### config.mk
export PLATFORM = sky130hd
export DESIGN_NAME = cpu_run_ctrl
export DESIGN_NICKNAME = d
export VERILOG_FILES = /design/src/rtl/dlx_run_pkg.sv /design/src/rtl/run_bp_cmp.sv /design/src/rtl/cpu_run_ctrl.sv
export SDC_FILE = /design/constraint.sdc
export NUM_CORES = 1
export LEC_CHECK = 0
export ABC_AREA = 1
export BUFFER_PORTS_ARGS = -buffer_cell sky130_fd_sc_hd__buf_2
export CORE_AREA = 2 2 53 104
export CTS_BUF_LIST = sky130_fd_sc_hd__clkbuf_8
export CTS_CLUSTER_SIZE = 20
export DETAILED_ROUTE_END_ITERATION = 10
export DIE_AREA = 0 0 55 106
export GPL_TIMING_DRIVEN = 0
export PLACE_DENSITY = 0.89
export SLEW_MARGIN = 0
export SYNTH_ARGS = -nofsm -noshare
export SYNTH_HDL_FRONTEND = slang
export SYNTH_SLANG_ARGS = --single-unit
### constraint.sdc
create_clock -name clk -period 1.8 [get_ports clk]
set_input_delay 0.18 -clock clk [delete_from_list [all_inputs] [get_ports clk]]
set_output_delay 0.18 -clock clk [all_outputs]
set_load 0.01 [all_outputs]
### src/rtl/dlx_run_pkg.sv
// Shared definitions for the CPU run controller: FSM state encoding,
// stop-reason status codes and the program text base address.
package dlx_run_pkg;

  typedef enum logic [2:0] {
    S_IDLE  = 3'd0,
    S_INIT  = 3'd1,
    S_RUN   = 3'd2,
    S_PAUSE = 3'd3,
    S_DONE  = 3'd4
  } run_state_t;

  localparam logic [1:0] ST_NONE    = 2'b00;
  localparam logic [1:0] ST_LIMIT   = 2'b01;
  localparam logic [1:0] ST_TIMEOUT = 2'b10;
  localparam logic [1:0] ST_BP      = 2'b11;

  localparam logic [31:0] TEXT_BASE = 32'h0040_0000;

endpackage

### src/rtl/run_bp_cmp.sv
// Breakpoint comparators: per-channel PC match plus a lowest-index
// one-hot select of the matching channels.
module run_bp_cmp
  import dlx_run_pkg::*;
#(
  parameter int unsigned PC_W = 32,
  parameter int unsigned N_BP = 2
) (
  input  logic [PC_W-1:0]      i_pc,
  input  logic [N_BP*PC_W-1:0] i_bp_addr,
  input  logic [N_BP-1:0]      i_bp_valid,
  output logic                 o_hit,
  output logic [N_BP-1:0]      o_hit_onehot
);

  logic [N_BP-1:0] w_match;

  always_comb begin
    w_match = '0;
    for (int k = 0; k < int'(N_BP); k++) begin
      w_match[k] = i_bp_valid[k] & (i_pc == i_bp_addr[k*PC_W +: PC_W]);
    end
  end

  // x & -x isolates the lowest set bit, i.e. the lowest matching channel.
  assign o_hit_onehot = w_match & (~w_match + N_BP'(1));
  assign o_hit        = |w_match;

endmodule

### src/rtl/cpu_run_ctrl.sv
// Run controller for a single-cycle CPU: init pulse, run with PC-limit,
// cycle-budget and (with RUN_CTRL_BP_EN defined) breakpoint stops.
module cpu_run_ctrl
  import dlx_run_pkg::*;
#(
  parameter int unsigned PC_W        = 32,
  parameter int unsigned CNT_W       = 13,
  parameter int unsigned MAX_CYCLES  = 5000,
  parameter int unsigned INIT_CYCLES = 1,
  parameter int unsigned N_BP        = 2
) (
  input  logic                 clk,
  input  logic                 initPC,
  input  logic                 start,
  input  logic                 resume,
  input  logic [PC_W-1:0]      pc_lim,
  input  logic [PC_W-1:0]      pc_in,
  input  logic [N_BP*PC_W-1:0] bp_addr,
  input  logic [N_BP-1:0]      bp_valid,
  output logic                 cpu_init,
  output logic                 cpu_en,
  output logic                 busy,
  output logic                 done,
  output logic [1:0]           status,
  output logic [CNT_W-1:0]     cycle_count,
  output logic [N_BP-1:0]      bp_hit
);

  localparam int unsigned INIT_W = (INIT_CYCLES > 1) ? $clog2(INIT_CYCLES) : 1;

  run_state_t       r_state;
  run_state_t       w_next;
  logic [CNT_W-1:0] r_cnt;
  logic [1:0]       r_status;
  logic [N_BP-1:0]  r_bp_hit;
  logic             r_bp_mask;
  logic [INIT_W-1:0] r_init_cnt;

  logic            w_limit;
  logic            w_timeout;
  logic            w_bp;
  logic            w_stop;
  logic            w_run_en;
  logic            w_init_last;
  logic [N_BP-1:0] w_bp_onehot;

`ifdef RUN_CTRL_BP_EN
  logic w_bp_raw;

  run_bp_cmp #(
    .PC_W (PC_W),
    .N_BP (N_BP)
  ) u_bp_cmp (
    .i_pc         (pc_in),
    .i_bp_addr    (bp_addr),
    .i_bp_valid   (bp_valid),
    .o_hit        (w_bp_raw),
    .o_hit_onehot (w_bp_onehot)
  );

  // The first RUN cycle after resume sits on the breakpoint PC; skip it once.
  assign w_bp = w_bp_raw & ~r_bp_mask;
`else
  logic w_unused_bp;
  assign w_unused_bp = ^{bp_addr, bp_valid, r_bp_mask};
  assign w_bp        = 1'b0;
  assign w_bp_onehot = '0;
`endif

  assign w_limit     = (pc_in >= pc_lim);
  assign w_timeout   = (r_cnt == CNT_W'(MAX_CYCLES));
  assign w_stop      = w_limit | w_timeout | w_bp;
  assign w_run_en    = (r_state == S_RUN) & ~w_stop;
  assign w_init_last = (r_init_cnt == INIT_W'(INIT_CYCLES - 1));

  always_ff @(posedge clk) begin
    if (initPC) r_state <= S_IDLE;
    else        r_state <= w_next;
  end

  always_comb begin
    w_next = r_state;
    case (r_state)
      S_IDLE:  if (start) w_next = S_INIT;
      S_INIT:  if (w_init_last) w_next = S_RUN;
      S_RUN: begin
        if (w_limit | w_timeout) w_next = S_DONE;
        else if (w_bp)           w_next = S_PAUSE;
      end
      S_PAUSE: if (resume) w_next = S_RUN;
      S_DONE:  if (start) w_next = S_INIT;
      default: w_next = S_IDLE;
    endcase
  end

  always_ff @(posedge clk) begin
    if (initPC) begin
      r_cnt      <= '0;
      r_status   <= ST_NONE;
      r_bp_hit   <= '0;
      r_bp_mask  <= 1'b0;
      r_init_cnt <= '0;
    end else begin
      r_bp_mask <= (r_state == S_PAUSE) & resume;
      if (w_next == S_INIT) begin
        r_init_cnt <= (r_state == S_INIT) ? r_init_cnt + INIT_W'(1) : '0;
        r_cnt      <= '0;
        r_status   <= ST_NONE;
        r_bp_hit   <= '0;
      end else if (r_state == S_RUN) begin
        if (w_limit)        r_status <= ST_LIMIT;
        else if (w_timeout) r_status <= ST_TIMEOUT;
        else if (w_bp) begin
          r_status <= ST_BP;
          r_bp_hit <= w_bp_onehot;
        end
        if (w_run_en) r_cnt <= r_cnt + CNT_W'(1);
      end
    end
  end

  always_comb begin
    cpu_init = initPC | (r_state == S_INIT);
    cpu_en   = w_run_en;
    busy     = (r_state == S_INIT) | (r_state == S_RUN) | (r_state == S_PAUSE);
    done     = (r_state == S_DONE);
  end

  assign status      = r_status;
  assign cycle_count = r_cnt;
  assign bp_hit      = r_bp_hit;

endmodule
==> PnR_summary.wiki <==
{| class="wikitable"
! Metric !! Value
|-
| Number of routed nets with antenna violations || 0
|-
| Clock period minus worst slack || 1.793 ns
|-
| Die Footprint || 0.005830 mm2
|-
| Reg power frac || 0.386
|-
| YS warnings || 0
|-
| ANT cells || 0
|-
| Met3 global-route usage || 0.02949
|-
| Most common cell after layout, fill and taps aside || sky130_fd_sc_hd__buf_2
|-
| Hold violation total from the final report || 0
|-
| Pwr/cell area || 401.8 mW/mm2
|-
| Number of max-cap violations || 0
|-
| Total wirelength of the detailed-routed design || 5765 um
|-
| Hold buffer count at cts || 0
|-
| Total area of multi-input combinational cells || 0.001403 mm2
|-
| Routed WL per cell || 11.79 um
|-
| Maximum cell stage delay along the critical path || 0.37 ns
|-
| Max Clock Skew || 0.002850 ns
|-
| Met1 Usage GRT || 0.1543
|-
| Gate family responsible for the most delay along the worst path || simple AND/OR/NAND/NOR gates
|-
| Floorplan die height || 106 um
|-
| Global router's overall resource usage || 0.1841
|-
| Top cells by area in the synthesized netlist || sky130_fd_sc_hd__ha_1, sky130_fd_sc_hd__dfxtp_1, sky130_fd_sc_hd__inv_1
|-
| Crit. path cell count || 8
|-
| HPWL after detailed placement || 4543 um
|-
| Total congestion overflow || 0
|-
| Global-route wire length before repair || 8073 um
|-
| Max-Slew Margin vs Limit || 0.6473
|-
| Kind of critical path || flop to primary output
|-
| Top_reg_cell synth || sky130_fd_sc_hd__dfxtp_1
|-
| Design internal power || 0.7542 mW
|-
| Instance count along the most critical hold path || 2
|-
| Combinational fraction of design power || 0.332
|-
| Transition at the pin with the smallest max-transition slack || 0.5251 ns
|-
| Status || finished, final reports clean
|-
| Share of synthesized registers carrying an async set or reset || 0
|-
| Fraction of synthesized cell area taken by the top area cell type || 0.2069
|-
| Synthesis-to-layout area growth || 34.81%
|-
| Initial antenna violation count || 0
|-
| CTS Buf Count || 3
|-
| Max VDD drop || 0.6038 mV
|-
| Worst slack on hold paths || 0.07725 ns
|-
| Achievable clock frequency || 557.6 MHz
|-
| I/O pin count || 155
|-
| Clk root buf || sky130_fd_sc_hd__clkbuf_8
|-
| Worst-path fanout max || 4
|-
| Number of max-slew violations in the final report || 0
|-
| Standard cell with the maximum stage delay on the critical path || sky130_fd_sc_hd__dfxtp_4
|-
| RePlAce Congestion || 0.8628
|-
| CP Data Required Time || 1.62 ns
|-
| Source-to-sink clock delay at the later pin of the worst-skew pair || 0.27 ns
|-
| Placed Instance Area || 0.002562 mm2
|-
| Initial DRC Count || 44
|-
| Total via count in the routed design || 2333
|-
| Buffer levels on the longest clock path || 2
|-
| Crit. End Element || primary output
|-
| Cell type with the highest aggregate area in the netlist || sky130_fd_sc_hd__ha_1
|-
| Type of the tightest min-delay check || primary input to flop
|-
| Combined flip-flop and latch cell area || 390.4 um2
|-
| Leakage power || 1.598 nW
|-
| CTS clock-pin slew for the worst setup and hold paths || 0.07 ns
|-
| Period utilisation layout || 0.9963
|-
| Register bit total from synthesis || 19
|-
| Pre-Repair DR Iteration Count || 4
|-
| Arrival @ worst endpoint || 1.61 ns
|-
| Number of input and output port buffers inserted || 86
|-
| DRC || 0
|-
| Final-layout fill cell count || 476
|-
| Net Switching || 0.3595 mW
|-
| Average via count per standard cell || 4.771
|-
| Netlist cell types || 24
|-
| Synthesized instance count || 334
|-
| Count of clock tree sinks || 19
|-
| Number of nets in the layout || 600
|-
| Syn Std Cell Area || 0.002056 mm2
|-
| Core Util, Final || 0.5442
|-
| Share of final-layout standard cells stronger than drive strength 1 || 0.3016
|-
| Switching part of the total power || 0.3228
|-
| Largest net degree at the start of global routing || 12
|-
| Number of global-route vias before repair || 2148
|-
| Setup violation total in the final timing report || 0
|-
| Kind of start point of the critical path || flop
|-
| Critical path, cell by cell || inv_4 -> ha_4 -> nand2_2 -> nor3_2 -> nand4_1 -> nand4_4 -> inv_2 -> buf_6
|-
| Width of the die || 55 um
|-
| Count of flip-flops with a built-in enable after synthesis || 0
|-
| Clk pwr share || 0.282
|-
| Clock tree from TritonCTS || done
|-
| Design Area, Final || 0.002771 mm2
|-
| Row Count || 37
|-
| Sequential cell area fraction in the yosys report || 0.1850
|-
| Placeable core region || 0.005092 mm2
|-
| Mean Syn Cell Area || 6.155 um2
|-
| Commonest cells after routing, fill and taps aside || sky130_fd_sc_hd__buf_2, sky130_fd_sc_hd__inv_1, sky130_fd_sc_hd__nand2_1
|-
| Initial core utilization || 0.4037
|-
| Highest-utilization routing layer at the global route stage || met2
|-
| Cells on worst reg2reg path || 11
|-
| Buffers and inverters on the worst path || 3
|-
| CTS HTree Levels || 1
|-
| Grt met2 use || 0.3673
|}
==> flip-flops by register name (all words and copies together), names as in the netlist <==
name and count:
cycle_count 13, r_init_cnt 1, r_state 3, status 2
==> final cells by class <==
type / count / share of cell area
flip-flops and latches: 19 / 0.1409
well taps: 58 / 0.02619
clock buffers: 3 / 0.01490
plain buffers: 5 / 0.01625
repair buffers: 92 / 0.1797
inverters: 83 / 0.1142
multi-input cells: 228 / 0.5061
clock inverters: 1 / 0.001806
==> power groups by stage <==
stage	Sequential, mW	Clock (mW)	Combinational (mW)
global placement	0.442	0	0.327
floorplan	0.442	0	0.207
finish	0.430	0.314	0.370
CTS	0.432	0.310	0.349
detailed placement	0.442	0	0.341
global route	0.431	0.327	0.426
==> synthesized netlist by cell type, types with 2 or more instances <==
library cell and n:
sky130_fd_sc_hd__o21ai_0 6, sky130_fd_sc_hd__a21oi_1 17, sky130_fd_sc_hd__nand3_1 6, sky130_fd_sc_hd__xnor2_1 5, sky130_fd_sc_hd__xor2_1 6, sky130_fd_sc_hd__nor3_1 9, sky130_fd_sc_hd__nand4_1 4, sky130_fd_sc_hd__nor2_1 59
sky130_fd_sc_hd__inv_1 83, sky130_fd_sc_hd__a21o_1 2, sky130_fd_sc_hd__dfxtp_1 19, sky130_fd_sc_hd__ha_1 34, sky130_fd_sc_hd__buf_4 3, sky130_fd_sc_hd__buf_6 2, sky130_fd_sc_hd__nand2_1 70
==> cells by family after synthesis <==
family / synth area share
adders and majority gates: 0.2069
and+or+nand+nor: 0.3165
buffers and inverters: 0.1735
xor gates and xnor gates: 0.04686
AOI/OAI and AO/OA: 0.06938
DFF: 0.1850
other: 0.001824
==> metal layers <==
metal,vias to the layer above,share of wire
met5,-,0
met4,0,0.027
met3,18,0.063
met2,101,0.56
met1,1019,0.35
li1,1195,-
==> path summary, 6_finish.rpt <==
kind | from | end | slack (ns)
max | cycle_count[1]$_SDFFE_PP0P_ | cpu_en | 0.007
min | initPC | r_state[0]$_SDFF_PP0_ | 0.08
max reg2reg | cycle_count[1]$_SDFFE_PP0P_ | cycle_count[1]$_SDFFE_PP0P_ | 0.06
min reg2reg | r_init_cnt$_SDFFE_PP0N_ | r_init_cnt$_SDFFE_PP0N_ | 0.46
==> metrics by stage <==
step / total power, mW / setup TNS, ns / setup WS, ns / cells
2_1_floorplan: 0.6490 / 0 / 0.1474 / 335
3_3_place_gp: 0.7683 / -1.529 / -0.1157 / 479
3_5_place_dp: 0.7827 / -2.453 / -0.1813 / 479
4_1_cts: 1.092 / 0 / 0.006410 / 485
5_1_grt: 1.184 / -0.4413 / -0.07714 / 489
6_report: 1.114 / 0 / 0.006681 / 489
==> timing repair <==
| action | in CTS | in global routing |
|---|---|---|
| buffers inserted | 2 | 4 |
| setup endpoints to repair | 12 | 17 |
| resized for setup | 3 | 28 |
| endpoints found under the hold margin | 0 | 0 |
| pin swaps | 2 | 19 |
Note: power is estimated with default switching activity, not from simulation.
